**config.mk**
```make
export PLATFORM = sky130hd
export DESIGN_NAME = alu_seq_unit
export DESIGN_NICKNAME = d
export VERILOG_FILES = /design/src/rtl/alu_seq_pkg.sv /design/src/rtl/alu_mul_seq.sv /design/src/rtl/alu_seq_unit.sv
export SDC_FILE = /design/constraint.sdc
export NUM_CORES = 1
export LEC_CHECK = 0
export CORE_AREA = 8 8 120 122
export DETAILED_ROUTE_END_ITERATION = 12
export DIE_AREA = 0 0 128 130
export GPL_TIMING_DRIVEN = 0
export MAX_ROUTING_LAYER = met4
export PLACE_DENSITY_LB_ADDON = 0.3
export SETUP_SLACK_MARGIN = 0.2
export SLEW_MARGIN = 25
export SYNTH_ARGS = -nofsm -noshare
export SYNTH_HDL_FRONTEND = slang
export SYNTH_SLANG_ARGS = --single-unit
```
**constraint.sdc**
```tcl
create_clock -name clk -period 5 [get_ports clk]
set_input_delay 0.5 -clock clk [delete_from_list [all_inputs] [get_ports clk]]
set_output_delay 0.5 -clock clk [all_outputs]
set_load 0.05 [all_outputs]
```
**src/rtl/alu_seq_pkg.sv**
```systemverilog
`default_nettype none
// ============================================================================
//  Module      : alu_seq_pkg
//  Description : Shared types for the sequential ALU: operation and state
//                encodings plus the packed flag bundle.
//  Revision    : 1.0 - initial release
// ============================================================================
package alu_seq_pkg;

  localparam int SEL_W = 3;

  typedef enum logic [SEL_W-1:0] {
    OP_ADD = 3'b000,
    OP_SUB = 3'b001,
    OP_AND = 3'b010,
    OP_OR  = 3'b011,
    OP_XOR = 3'b100,
    OP_SHL = 3'b101,
    OP_SHR = 3'b110,
    OP_MUL = 3'b111
  } op_e;

  typedef enum logic [1:0] {
    IDLE = 2'b00,
    EXEC = 2'b01,
    MUL  = 2'b10,
    DONE = 2'b11
  } state_e;

  typedef struct packed {
    logic carry;
    logic zero;
    logic neg;
    logic ovf;
  } flags_t;

endpackage : alu_seq_pkg
`default_nettype wire

```
**src/rtl/alu_mul_seq.sv**
```systemverilog
`default_nettype none
// ============================================================================
//  Module      : alu_mul_seq
//  Description : Iterative unsigned WIDTH x WIDTH shift-add multiplier.
//                One partial product per clock; 'product' presents the value
//                after the current step so the parent can capture it on the
//                same edge at which 'last' is high.
//  Revision    : 1.0 - initial release
// ============================================================================
module alu_mul_seq #(
  parameter int WIDTH = 8
) (
  input  logic               clk,
  input  logic               rst,
  input  logic               load,
  input  logic [WIDTH-1:0]   a,
  input  logic [WIDTH-1:0]   b,
  output logic               busy,
  output logic               last,
  output logic [2*WIDTH-1:0] product
);

  localparam int CW = $clog2(WIDTH);

  logic               r_busy;
  logic [CW-1:0]      r_cnt;
  logic [WIDTH-1:0]   r_mcand;
  // Upper half accumulates, lower half holds the not-yet-consumed multiplier bits
  logic [2*WIDTH-1:0] r_acc;

  logic [WIDTH:0]     w_add;
  logic [2*WIDTH-1:0] w_next;

  // Add the multiplicand into the high half when the current multiplier bit is set,
  // then shift the whole accumulator (including the add carry) right by one.
  assign w_add   = {1'b0, r_acc[2*WIDTH-1:WIDTH]} + (r_acc[0] ? {1'b0, r_mcand} : '0);
  assign w_next  = {w_add, r_acc[WIDTH-1:1]};

  assign busy    = r_busy;
  assign last    = r_busy && (r_cnt == CW'(WIDTH - 1));
  assign product = w_next;

  // Load operands on request, then run exactly WIDTH shift-add steps
  always_ff @(posedge clk) begin
    if (rst) begin
      r_busy  <= 1'b0;
      r_cnt   <= '0;
      r_mcand <= '0;
      r_acc   <= '0;
    end else if (load) begin
      r_busy  <= 1'b1;
      r_cnt   <= '0;
      r_mcand <= a;
      r_acc   <= {{WIDTH{1'b0}}, b};
    end else if (r_busy) begin
      r_acc <= w_next;
      r_cnt <= r_cnt + CW'(1);
      if (r_cnt == CW'(WIDTH - 1)) begin
        r_busy <= 1'b0;
      end
    end
  end

endmodule : alu_mul_seq
`default_nettype wire

```
**src/rtl/alu_seq_unit.sv**
```systemverilog
`default_nettype none
// ============================================================================
//  Module      : alu_seq_unit
//  Description : Registered eight-operation ALU with start/done handshake.
//                Single-cycle ops finish one edge after acceptance; MUL runs
//                on the iterative multiplier and finishes WIDTH edges later.
//  Revision    : 1.0 - initial release
// ============================================================================
module alu_seq_unit
  import alu_seq_pkg::*;
#(
  parameter int WIDTH = 8
) (
  input  logic             clk,
  input  logic             rst,
  input  logic             start,
  input  logic [WIDTH-1:0] a,
  input  logic [WIDTH-1:0] b,
  input  logic [2:0]       sel,
  input  logic             cin,
  output logic             busy,
  output logic             done,
  output logic [WIDTH-1:0] result,
  output logic [WIDTH-1:0] result_hi,
  output logic             carry,
  output logic             zero,
  output logic             neg,
  output logic             ovf
);

  localparam int SHW = $clog2(WIDTH);

  state_e             r_state;
  op_e                r_op;
  logic [WIDTH-1:0]   r_a;
  logic [WIDTH-1:0]   r_b;
  logic               r_cin;
  logic               r_busy;
  logic               r_done;
  logic [WIDTH-1:0]   r_result;
  logic [WIDTH-1:0]   r_result_hi;
  flags_t             r_flags;

  logic               w_accept;
  logic               w_mul_load;
  logic               w_mul_busy;
  logic               w_mul_last;
  logic [2*WIDTH-1:0] w_prod;
  flags_t             w_mul_flg;

  logic [WIDTH:0]     w_sum;
  logic [WIDTH:0]     w_diff;
  logic [WIDTH:0]     w_shl;
  logic [WIDTH:0]     w_shr;
  logic [SHW-1:0]     w_k;
  logic               w_shbig;
  logic [WIDTH-1:0]   w_res;
  flags_t             w_flg;

  // New requests are only taken when no operation is in flight
  assign w_accept   = start && ((r_state == IDLE) || (r_state == DONE));
  assign w_mul_load = w_accept && (op_e'(sel) == OP_MUL);

  alu_mul_seq #(
    .WIDTH (WIDTH)
  ) u_mul (
    .clk     (clk),
    .rst     (rst),
    .load    (w_mul_load),
    .a       (a),
    .b       (b),
    .busy    (w_mul_busy),
    .last    (w_mul_last),
    .product (w_prod)
  );

  // Extended-width arithmetic: the extra MSB is carry-out / borrow / shifted-out bit
  assign w_sum   = {1'b0, r_a} + {1'b0, r_b} + {{WIDTH{1'b0}}, r_cin};
  assign w_diff  = {1'b0, r_a} - {1'b0, r_b};
  assign w_k     = r_b[SHW-1:0];
  assign w_shbig = |r_b[WIDTH-1:SHW];
  assign w_shl   = {1'b0, r_a} << w_k;
  assign w_shr   = {r_a, 1'b0} >> w_k;

  assign w_mul_flg.carry = |w_prod[2*WIDTH-1:WIDTH];
  assign w_mul_flg.zero  = (w_prod == '0);
  assign w_mul_flg.neg   = w_prod[WIDTH-1];
  assign w_mul_flg.ovf   = |w_prod[2*WIDTH-1:WIDTH];

  // Single-cycle result and flags from the registered operands
  always_comb begin
    w_res = '0;
    w_flg = '0;
    case (r_op)
      OP_ADD: begin
        w_res     = w_sum[WIDTH-1:0];
        w_flg.carry = w_sum[WIDTH];
        w_flg.ovf = (r_a[WIDTH-1] == r_b[WIDTH-1]) && (w_sum[WIDTH-1] != r_a[WIDTH-1]);
      end
      OP_SUB: begin
        w_res     = w_diff[WIDTH-1:0];
        w_flg.carry = ~w_diff[WIDTH];
        w_flg.ovf = (r_a[WIDTH-1] != r_b[WIDTH-1]) && (w_diff[WIDTH-1] != r_a[WIDTH-1]);
      end
      OP_AND: w_res = r_a & r_b;
      OP_OR:  w_res = r_a | r_b;
      OP_XOR: w_res = r_a ^ r_b;
      OP_SHL: begin
        if (!w_shbig) begin
          {w_flg.carry, w_res} = w_shl;
        end
      end
      OP_SHR: begin
        if (!w_shbig) begin
          {w_res, w_flg.carry} = w_shr;
        end
      end
      default: w_res = '0;
    endcase
    w_flg.zero = (w_res == '0);
    w_flg.neg  = w_res[WIDTH-1];
  end

  // Control FSM with registered handshake, result and flag outputs
  always_ff @(posedge clk) begin
    if (rst) begin
      r_state     <= IDLE;
      r_op        <= OP_ADD;
      r_a         <= '0;
      r_b         <= '0;
      r_cin       <= 1'b0;
      r_busy      <= 1'b0;
      r_done      <= 1'b0;
      r_result    <= '0;
      r_result_hi <= '0;
      r_flags     <= '0;
    end else begin
      r_done <= 1'b0;
      case (r_state)
        IDLE, DONE: begin
          if (start) begin
            r_a     <= a;
            r_b     <= b;
            r_op    <= op_e'(sel);
            r_cin   <= cin;
            r_busy  <= 1'b1;
            r_state <= (op_e'(sel) == OP_MUL) ? MUL : EXEC;
          end else begin
            r_state <= IDLE;
          end
        end
        EXEC: begin
          r_result    <= w_res;
          r_result_hi <= '0;
          r_flags     <= w_flg;
          r_busy      <= 1'b0;
          r_done      <= 1'b1;
          r_state     <= DONE;
        end
        MUL: begin
          if (w_mul_last) begin
            r_result    <= w_prod[WIDTH-1:0];
            r_result_hi <= w_prod[2*WIDTH-1:WIDTH];
            r_flags     <= w_mul_flg;
            r_busy      <= 1'b0;
            r_done      <= 1'b1;
            r_state     <= DONE;
          end else if (!w_mul_busy) begin
            // Multiplier idle without finishing: recover rather than hang
            r_busy  <= 1'b0;
            r_state <= IDLE;
          end
        end
        default: r_state <= IDLE;
      endcase
    end
  end

  assign busy      = r_busy;
  assign done      = r_done;
  assign result    = r_result;
  assign result_hi = r_result_hi;
  assign carry     = r_flags.carry;
  assign zero      = r_flags.zero;
  assign neg       = r_flags.neg;
  assign ovf       = r_flags.ovf;

endmodule : alu_seq_unit
`default_nettype wire

```
# ---- Word-level counts from Yosys, hierarchy flattened
# Cells that the tools add are included.
dict set report word_totals {
  out_inout_bits 22
  word_cells 96
  register_bits 72
  input_bits 23
}
dict set report classes {
  bitwise_logic 4
  add_sub_neg 5
  n_reduce_logical 19
  n_shift 2
  eq_ne 18
  n_mux 30
}
# cell n
set ops {}
lappend ops {{$mux 8} 7}
lappend ops {{$pmux 8 s7} 1}
lappend ops {{$pmux 8 s2} 2}
lappend ops {{$add 8x8->9} 2}
lappend ops {{$logic_not 16->1} 1}
lappend ops {{$eq 3x3->1 const B} 5}
lappend ops {{$add 9x1->9} 1}
lappend ops {{$mux 1} 9}
lappend ops {{$shl 8x3->9} 1}
lappend ops {{$shr 9x3->9} 1}
lappend ops {{$sub 8x8->9} 1}
lappend ops {{$and 8x8->8} 1}
lappend ops {{$logic_not 8->1} 1}
lappend ops {{$mux 2} 4}
lappend ops {{$or 8x8->8} 1}
lappend ops {{$pmux 4 s2} 1}
lappend ops {{$reduce_or 8->1} 1}
lappend ops {{$xor 8x8->8} 1}
lappend ops {{$eq 3x2->1 const B} 2}
lappend ops {{$pmux 2 s3} 1}
lappend ops {{$reduce_and 2->1} 3}
lappend ops {{$logic_and 1x1->1} 5}
lappend ops {{$reduce_or 5->1} 1}
lappend ops {{$eq 2x2->1 const B} 2}
lappend ops {{18 further kinds} 23}

# ---- Depth between registers and ports, before layout
# Gate-level depths: netlist of run 1.
dict set report depth {
  ltp_word 6
  depth_mapped 12
  depth_no_buf 12
}

# ---- Cells and area by module
# From an unflattened synthesis of run 1, not the netlist that was laid out.
dict set report unflattened {
  cells_unflattened 650
  area_unflattened_um2 5086.1
}
# module cells_each instances area_per_inst_um2 seq_area_each_um2
set by_module_without_submodules {}
lappend by_module_without_submodules {alu_seq_unit 459 1 3473.3 860.8}
lappend by_module_without_submodules {alu_mul_seq 191 1 1612.8 560.5}

# ---- Least setup slack after synthesis of run 1
# OpenSTA, ideal clock, no wires.
dict set report synth_timing {
  path_type {reg2reg}
  startpoint {reg u_mul.r_acc[0]}
  endpoint {reg r_flags, in the netlist ovf}
  t_arrival_ps 2683
  stages_incl_launch_ff 13
  path_buffers 0
  slack_ps 2183
  synth_period_minus_slack_ps 2817
  setup_time_ps 134
  t_required_ps 4866
  path_cell_list {dfxtp_1 and2_1 ha_1 inv_1 fa_1 nor2b_1 o21ai_0 a21oi_1 nor2_1 or4_1 or4_4 nand2_1 a211oi_1}
}
dict set report synth_between {
  elab_chain_len 5
}
# element line
set synth_rtl {}
lappend synth_rtl {{start, declared} alu_mul_seq.sv:29} ;# logic [2*WIDTH-1:0] r_acc;
lappend synth_rtl {{start signal, assigned} alu_mul_seq.sv:54} ;# r_acc <= {{WIDTH{1'b0}}, b};
lappend synth_rtl {{start signal, assigned} alu_mul_seq.sv:56} ;# r_acc <= w_next;
lappend synth_rtl {{$mux 8} alu_mul_seq.sv:36} ;# assign w_add = {1'b0, r_acc[2*WIDTH-1:WIDTH]} + (r_acc[0] ? {1'b0, r_mcand} : '0);
lappend synth_rtl {{$add 8x8->9} alu_mul_seq.sv:36}
lappend synth_rtl {{$reduce_or 8->1} alu_seq_unit.sv:88} ;# assign w_mul_flg.ovf = |w_prod[2*WIDTH-1:WIDTH];
lappend synth_rtl {{$mux 4} alu_seq_unit.sv:161} ;# if (w_mul_last) begin
lappend synth_rtl {{$pmux 4 s2} alu_seq_unit.sv:139} ;# case (r_state)
lappend synth_rtl {{end signal, assigned} alu_seq_unit.sv:155} ;# r_flags <= w_flg;
lappend synth_rtl {{end signal, assigned} alu_seq_unit.sv:164} ;# r_flags <= w_mul_flg;
lappend synth_rtl {{end, declared} alu_seq_unit.sv:42} ;# flags_t r_flags;
# No other way between the ends. The select of a mux whose other input is x is not followed.
# A chain may end at the register's enable or synchronous reset.

# ---- Final worst setup path of run 1
dict set report layout_timing {
  startpoint {reg r_b[1]}
  endpoint {reg r_flags, in the netlist zero}
}
dict set report layout_between {
  elab_chain_len 5
  elab_cells_between_ends 13
  classes_between {add/sub: 3; shift: 2; mux: 4; bitwise: 3; reduce/logical: 1}
}
# element line
set layout_rtl {}
lappend layout_rtl {{start, declared} alu_seq_unit.sv:36} ;# logic [WIDTH-1:0] r_b;
lappend layout_rtl {{start signal, assigned} alu_seq_unit.sv:130} ;# r_b <= '0;
lappend layout_rtl {{start signal, assigned} alu_seq_unit.sv:143} ;# r_b <= b;
lappend layout_rtl {{$add 8x8->9, or another cell as far along} alu_seq_unit.sv:78} ;# assign w_sum = {1'b0, r_a} + {1'b0, r_b} + {{WIDTH{1'b0}}, r_cin};
lappend layout_rtl {{$add 9x1->9, or another cell as far along} alu_seq_unit.sv:78}
lappend layout_rtl {{$pmux 8 s7 *} alu_seq_unit.sv:94} ;# case (r_op)
lappend layout_rtl {{$logic_not 8->1 *} alu_seq_unit.sv:120} ;# w_flg.zero = (w_res == '0);
lappend layout_rtl {{$pmux 4 s2 *} alu_seq_unit.sv:139}
# Mark *: on every way between the ends. The rest lies on a longest branch, timed or not.

==> flow_metrics.tcl, run 1 <==
set metrics [dict create \
    status "completed" \
    path_cells "buf_2 > inv_1 > ha_1 > nor2_1 > o311ai_1 > a221oi_1 > o32ai_1 > xnor2_1 > a211oi_1 > nand4_1 > o211ai_2" \
    worstMarginPinSlew_ns 0.706 \
    finalCriticalPeriod_ns 3.49 \
    crit_path_start_kind "register" \
    dr.pass1.iters 5 \
    insertion_delay_ns 0.34 \
    synth-compound-area-share_pct 23.4 \
    fp.dieW_um 128 \
    synth-seq-cells 71 \
    post-cts-setup-buffers 0 \
    cts_buffers 9 \
    antenna_cells 0 \
    layout_commonest_cell "nand2_1" \
    crit_path_max_fanout 10 \
    critPathBufInv 2 \
    synth-simple-area-share_pct 20.1 \
    synth_top_family_by_area "compound AO/OA/AOI/OAI gates" \
    cp_data_arrival_time_ns 3.75 \
    layout_common_cells "nand2_1 (94), dfxtp_1 (71), a21oi_1 (61)" \
    ys.warnings.count 0 \
    cts-root-buf "clkbuf_16" \
    critPathMaxStageDelay_ns 0.53 \
    vias 4825 \
    powerDensity_nw_per_um2 294 \
    max_cap_viol_count 0 \
    yosys_most_used_dff "dfxtp_1" \
    finalSetupViolCount 0 \
    finalHoldViolCount 0 \
    cp_slowest_cell "dfxtp_1" \
    path_clk_slew_ns 0.06 \
    wl_per_cell_um 17.8 \
    grt_max_degree 13 \
    drt_wl_total_um 15300 \
    cts_hold_buf 0 \
    grt_setup_unrepaired "no" \
    gr-total-overflow 0 \
    drt_iter0_drc 360 \
    max_slew_margin_pct 52.9 \
    drv_slew 0 \
    htreeDepth 3 \
    final_nets 748 \
    antenna_left 0 \
    synthMuxAreaShare_pct 8.41 \
    drive_above_1_share_pct 4.94 \
    critPathRequiredTime_ns 5.26 \
    coreArea_um2 12400 \
    die_y_um 130 \
    viasPerCell 5.61 \
    yosys.area_share.adder_pct 11.3 \
    ios 45 \
    max_freq_ghz 0.286 \
    worst_setup_path_end_kind "register" \
    drcViolationCount 0 \
    cts-resized-gates 0 \
    gp_congestion 0.936 \
    synth-edff-count 0 \
    max-vdd-ir-drop_uv 229 \
    synth-seq-area-share_pct 28.9 \
    p_leak_uw 0.00219 \
    port_buffers 43 \
    critical_path_class "register to register" \
    dieArea_um2 16600 \
    synthCells 629 \
    placed_cells 844 \
    hp-class "register to register" \
    worst_clock_skew_ns 0.00779 \
    grt_first_pass_wirelength_um 24100 \
    synthXorXnorAreaFrac_pct 1.96 \
    syn_to_final_growth_pct 19.9 \
    grt_pass1_vias 4602 \
    cts_sinks 71 \
    yosys.cell_types.count 62 \
    async_flop_share_pct 0 \
    syn_avg_cell_area_um2 7.81 \
    fin_crit_sh_pct 69.8 \
    num_rows 41 \
    antenna_found_initial 0 \
    start_util_pct 39.6 \
    grt_use_total_pct 18.8 \
    hpwl_um 12000 \
    syn_area_um2 4910 \
    syn_nets 694 \
    fin_cells 860 \
    clock_tree.buffer_depth 2 \
    cp_top_family "compound AO/OA/AOI/OAI gates" \
    cts_tree "yes" \
    finalSetupTns_ns 0 \
]
cells by family after synthesis:
logic type	Yosys count
muxes	35
DFF	71
buffers and inverters	76
AOI/OAI and AO/OA	177
and+or+nand+nor	217
xor gates and xnor gates	11
adders and majority gates	42
routing by layer:
metal  global-route usage [%]  up-vias  part of all wire (%)
met5                        -        -                     0
met4                     4.34        0                   1.4
met3                     4.24       22                   6.0
met2                     29.2      147                    45
met1                     24.5     2316                    47
li1                         -     2340                     -
final cells by class:
class	count	area (um2)
clock inverters	5	80.1
fillers	1280	6520
multi-input cells	482	3200
flip-flops and latches	71	1420
clock buffers	11	253
well taps	172	215
repair buffers	43	430
plain buffers	42	165
inverters	34	128
report_power, final:
| part | leakage (uW) | internal [uW] | switching (uW) |
|---|---|---|---|
| clock network | 0.000158 | 463 | 241 |
| registers | 0.000577 | 591 | 31.7 |
| logic | 0.00146 | 152 | 255 |
final timing paths:
kind / startpoint / end / slack, ns / cells past startpoint
setup / recovery: r_b[1] / zero / 1.51 / 11
hold / removal: u_mul.r_mcand[0] / u_mul.r_mcand[0] / 0.45 / 2
hold reg to reg: u_mul.r_mcand[0] / u_mul.r_mcand[0] / 0.45 / 2
setup reg to reg: r_b[1] / zero / 1.51 / 11
Yosys cell counts, drive strengths merged, types with 2 or more instances:
| cell | instances | area (um2) |
|---|---|---|
| nand2 | 94 | 353 |
| ha | 38 | 475 |
| o22a | 2 | 17.5 |
| nand3 | 9 | 45.0 |
| nand3b | 5 | 37.5 |
| a21oi | 62 | 314 |
| o21ai | 26 | 130 |
| o22ai | 4 | 25.0 |
| nand2b | 8 | 50.1 |
| xnor2 | 7 | 61.3 |
| mux4 | 5 | 113 |
| inv | 33 | 124 |
| a31oi | 5 | 31.3 |
| and3 | 3 | 18.8 |
| mux2i | 30 | 300 |
| and2 | 9 | 56.3 |
| dfxtp | 71 | 1420 |
| xor2 | 4 | 35.0 |
| nor2 | 53 | 199 |
| nand4 | 2 | 12.5 |
| nor3 | 11 | 55.1 |
| or2 | 5 | 31.3 |
| a22o | 2 | 17.5 |
| buf | 7 | 33.8 |
| o21bai | 3 | 22.5 |
| a311oi | 3 | 26.3 |
| and3b | 2 | 17.5 |
| a211o | 5 | 43.8 |
| nor2b | 7 | 43.8 |
| or4 | 2 | 18.8 |
| fa | 4 | 80.1 |
| a221oi | 3 | 26.3 |
| a21o | 2 | 15.0 |
| a211oi | 25 | 188 |
| o21a | 3 | 22.5 |
| o211ai | 8 | 65.1 |
| nor4 | 4 | 25.0 |
| o221ai | 3 | 26.3 |
| clkbuf | 35 | 131 |
| o311ai | 2 | 17.5 |
| a22oi | 9 | 67.6 |
through the flow:
| stage | util [%] | hold WS [ns] | power [uW] | area [um2] | setup WS (ns) |
|---|---|---|---|---|---|
| global placement | 44.8 | 0.443 | 1030 | 5560 | 1.55 |
| finish | 47.5 | 0.451 | 1730 | 5890 | 1.51 |
| detailed placement | 44.8 | 0.444 | 1040 | 5560 | 1.50 |
| CTS | 47.5 | 0.451 | 1740 | 5890 | 1.48 |
| floorplan | - | 0.432 | 902 | 4910 | 2.18 |
| global route | 47.5 | 0.480 | 1810 | 5890 | 1.27 |
flip-flops by register name (all words and copies together), names as in the netlist, 2 cells and up:
register	flops
result_hi	8
r_op	3
result	8
r_b	8
u_mul.r_cnt	3
r_a	8
u_mul.r_acc	16
u_mul.r_mcand	8
r_state	2
tightest hold or removal path, delay by kind of cell (launching register included):
kind	cells	cell delay, ns
and+or+nand+nor	1	0.05
AOI/OAI and AO/OA	1	0.05
DFF	1	0.30
Note: power is estimated with default switching activity, not from simulation.
==> inputs of run 2 (changes only) <==
- clock period: 5 -> 3.2 ns (I/O delays scaled with it)
==> flow_metrics.tcl, run 2 (synthesis gave the netlist of run 1 again) <==
set metrics [dict create \
    status "completed" \
    cts_sinks 71 \
    largest_reg_flops 16 \
    cts-root-buf "clkbuf_16" \
    viasPerCell 5.61 \
    max_freq_ghz 0.333 \
    fin_crit_sh_pct 93.9 \
    p_sw_uw 839 \
    critical_path_class "register to register" \
    p_leak_uw 0.00224 \
    finalSetupViolCount 0 \
    critPathRequiredTime_ns 3.46 \
    power.share.switching_pct 30.6 \
    gp_congestion 0.936 \
    worst-r2r-setup-slack_ns 0.20 \
    vias 4857 \
    cts_buffers 9 \
    hp-class "register to register" \
    htreeDepth 3 \
    grt_first_pass_wirelength_um 24400 \
    holdWs_ns 0.449 \
    top_layer "met4" \
    start_util_pct 39.6 \
    critPathMaxStageDelay_ns 0.46 \
    worst_clock_skew_ns 0.00655 \
    max_cap_viol_count 0 \
    layout_commonest_cell "nand2_1" \
    drv_slew 0 \
    cp_top_family "simple AND/OR/NAND/NOR gates" \
    worstMarginPinSlew_ns 0.710 \
    max-vdd-ir-drop_uv 358 \
    r2r-start "r_b[1]" \
    drive_above_1_share_pct 9.94 \
    wirelength_met1_um 7260 \
    path_clk_slew_ns 0.06 \
    hold_path.startpoint "result[2]" \
    grt_max_degree 13 \
    fp.dieW_um 128 \
    worstHoldEndpoint "result[2]" \
    cts_tree "yes" \
    cp_data_arrival_time_ns 3.26 \
    antenna_found_initial 0 \
    num_rows 41 \
    multi_input_area_um2 3330 \
    die_y_um 130 \
    ios 45 \
    dr.pass1.iters 5 \
    drt_iter0_drc 366 \
    post-route-util_pct 49.0 \
    min_path_cells 2 \
    path_cells "buf_6 > clkinvlp_4 > ha_4 > nor2_1 > o311ai_2 > buf_4 > mux2i_1 > o22ai_1 > or3_1 > nor4_2 > nand4_1 > o211ai_2" \
    route.met2.wl_um 7170 \
    cts_hold_buf 0 \
    comb_power_share_pct 24.5 \
    largest_register "u_mul.r_acc" \
    worst_setup_path_end_kind "register" \
    finalCriticalPeriod_ns 3.00 \
    r2r_cells 12 \
    wl_met3_um 967 \
    total_power_uw 2740 \
    antenna_cells 0 \
    finalHoldViolCount 0 \
    port_buffers 43 \
    insertion_delay_ns 0.33 \
    syn_to_final_growth_pct 23.9 \
    wl_per_cell_um 18.0 \
    grt_use_total_pct 19.0 \
    r2r-end "zero" \
    clock_tree.buffer_depth 2 \
    coreArea_um2 12400 \
    crit_path_max_fanout 10 \
    antenna_left 0 \
    pwr-share-clk_pct 39.9 \
    internal_power_uw 1910 \
    layout_common_cells "nand2_1 (92), dfxtp_1 (65), a21oi_1 (60)" \
    max_slew_margin_pct 52.7 \
    grt_setup_unrepaired "yes" \
    gr-total-overflow 0 \
    p_seq_share_pct 35.5 \
    dieArea_um2 16600 \
    grt_pass1_vias 4639 \
    fill_cells 1247 \
    powerDensity_nw_per_um2 451 \
    final_nets 754 \
    drt_wl_total_um 15600 \
    cp_slowest_cell "or3_1" \
    ff_latch_area_um2 1430 \
    hpwl_um 12000 \
    critPathBufInv 3 \
    crit_path_start_kind "register" \
    drcViolationCount 0 \
]
-- run 2: cell types whose count changed in the layout (fill, tap and decap cells not counted), sizes merged --
cell      delta
buf          +5
clkbuf       +1
clkinvlp     +1
inv          -1
-- run 2: final cells by class --
cell class | count | area share (%)
clock buffers | 11 | 4.15
inverters | 34 | 2.16
well taps | 172 | 3.54
clock inverters | 5 | 1.32
repair buffers | 49 | 7.77
plain buffers | 42 | 2.84
multi-input cells | 482 | 54.7
flip-flops and latches | 71 | 23.6
-- run 2: power by group through the flow --
| stage | logic [uW] | clock network [uW] | registers (uW) |
|---|---|---|---|
| 6_report | 673 | 1100 | 975 |
| 3_3_place_gp | 616 | 0 | 991 |
| 3_5_place_dp | 625 | 0 | 993 |
| 5_1_grt | 728 | 1160 | 981 |
| 4_1_cts | 646 | 1120 | 974 |
| 2_1_floorplan | 395 | 0 | 1010 |
-- run 2: worst max path at each step --
stage,startpoint,end,slack (ns),cells after the start
after CTS,r_b[1],zero,0.17,12
after floorplan,u_mul.r_acc[0],ovf,0.38,12
after detailed placement,r_b[1],zero,-0.30,11
final,r_b[1],zero,0.20,12
after global routing,r_b[1],zero,0.08,12
after global placement,r_b[1],zero,-0.25,11
-- run 2: worst reg2reg max path: stages (launching register included) --
cell        delay (ns)
dfxtp_4           0.41
buf_6             0.18
clkinvlp_4        0.18
ha_4              0.33
nor2_1            0.07
o311ai_2          0.26
buf_4             0.18
mux2i_1           0.19
o22ai_1           0.10
or3_1             0.46
nor4_2            0.33
nand4_1           0.15
o211ai_2          0.10
-- run 2: timing repair --
action | in CTS | in global routing
endpoints found under the hold margin | 0 | 0
resized for setup | 14 | 25
pin swaps | 3 | 6
setup buffers | 2 | 4
setup endpoints to repair | 7 | 9
-- run 2: metrics by stage --
stage	instance area, um2	setup WS, ns	setup TNS [ns]	instances
6_report	6090	0.196	0	866
3_3_place_gp	5560	-0.255	-0.532	844
4_1_cts	5960	0.173	0	862
2_1_floorplan	4910	0.383	0	629
3_5_place_dp	5560	-0.295	-0.796	844
5_1_grt	6090	0.0817	0	866
-- run 2: layer usage --
layer  GRT usage [%]  vias to the layer above
met1            24.6                     2322
met3            4.24                       19
met5               -                        -
met2            29.6                      164
met4            4.41                        0
li1                -                     2352
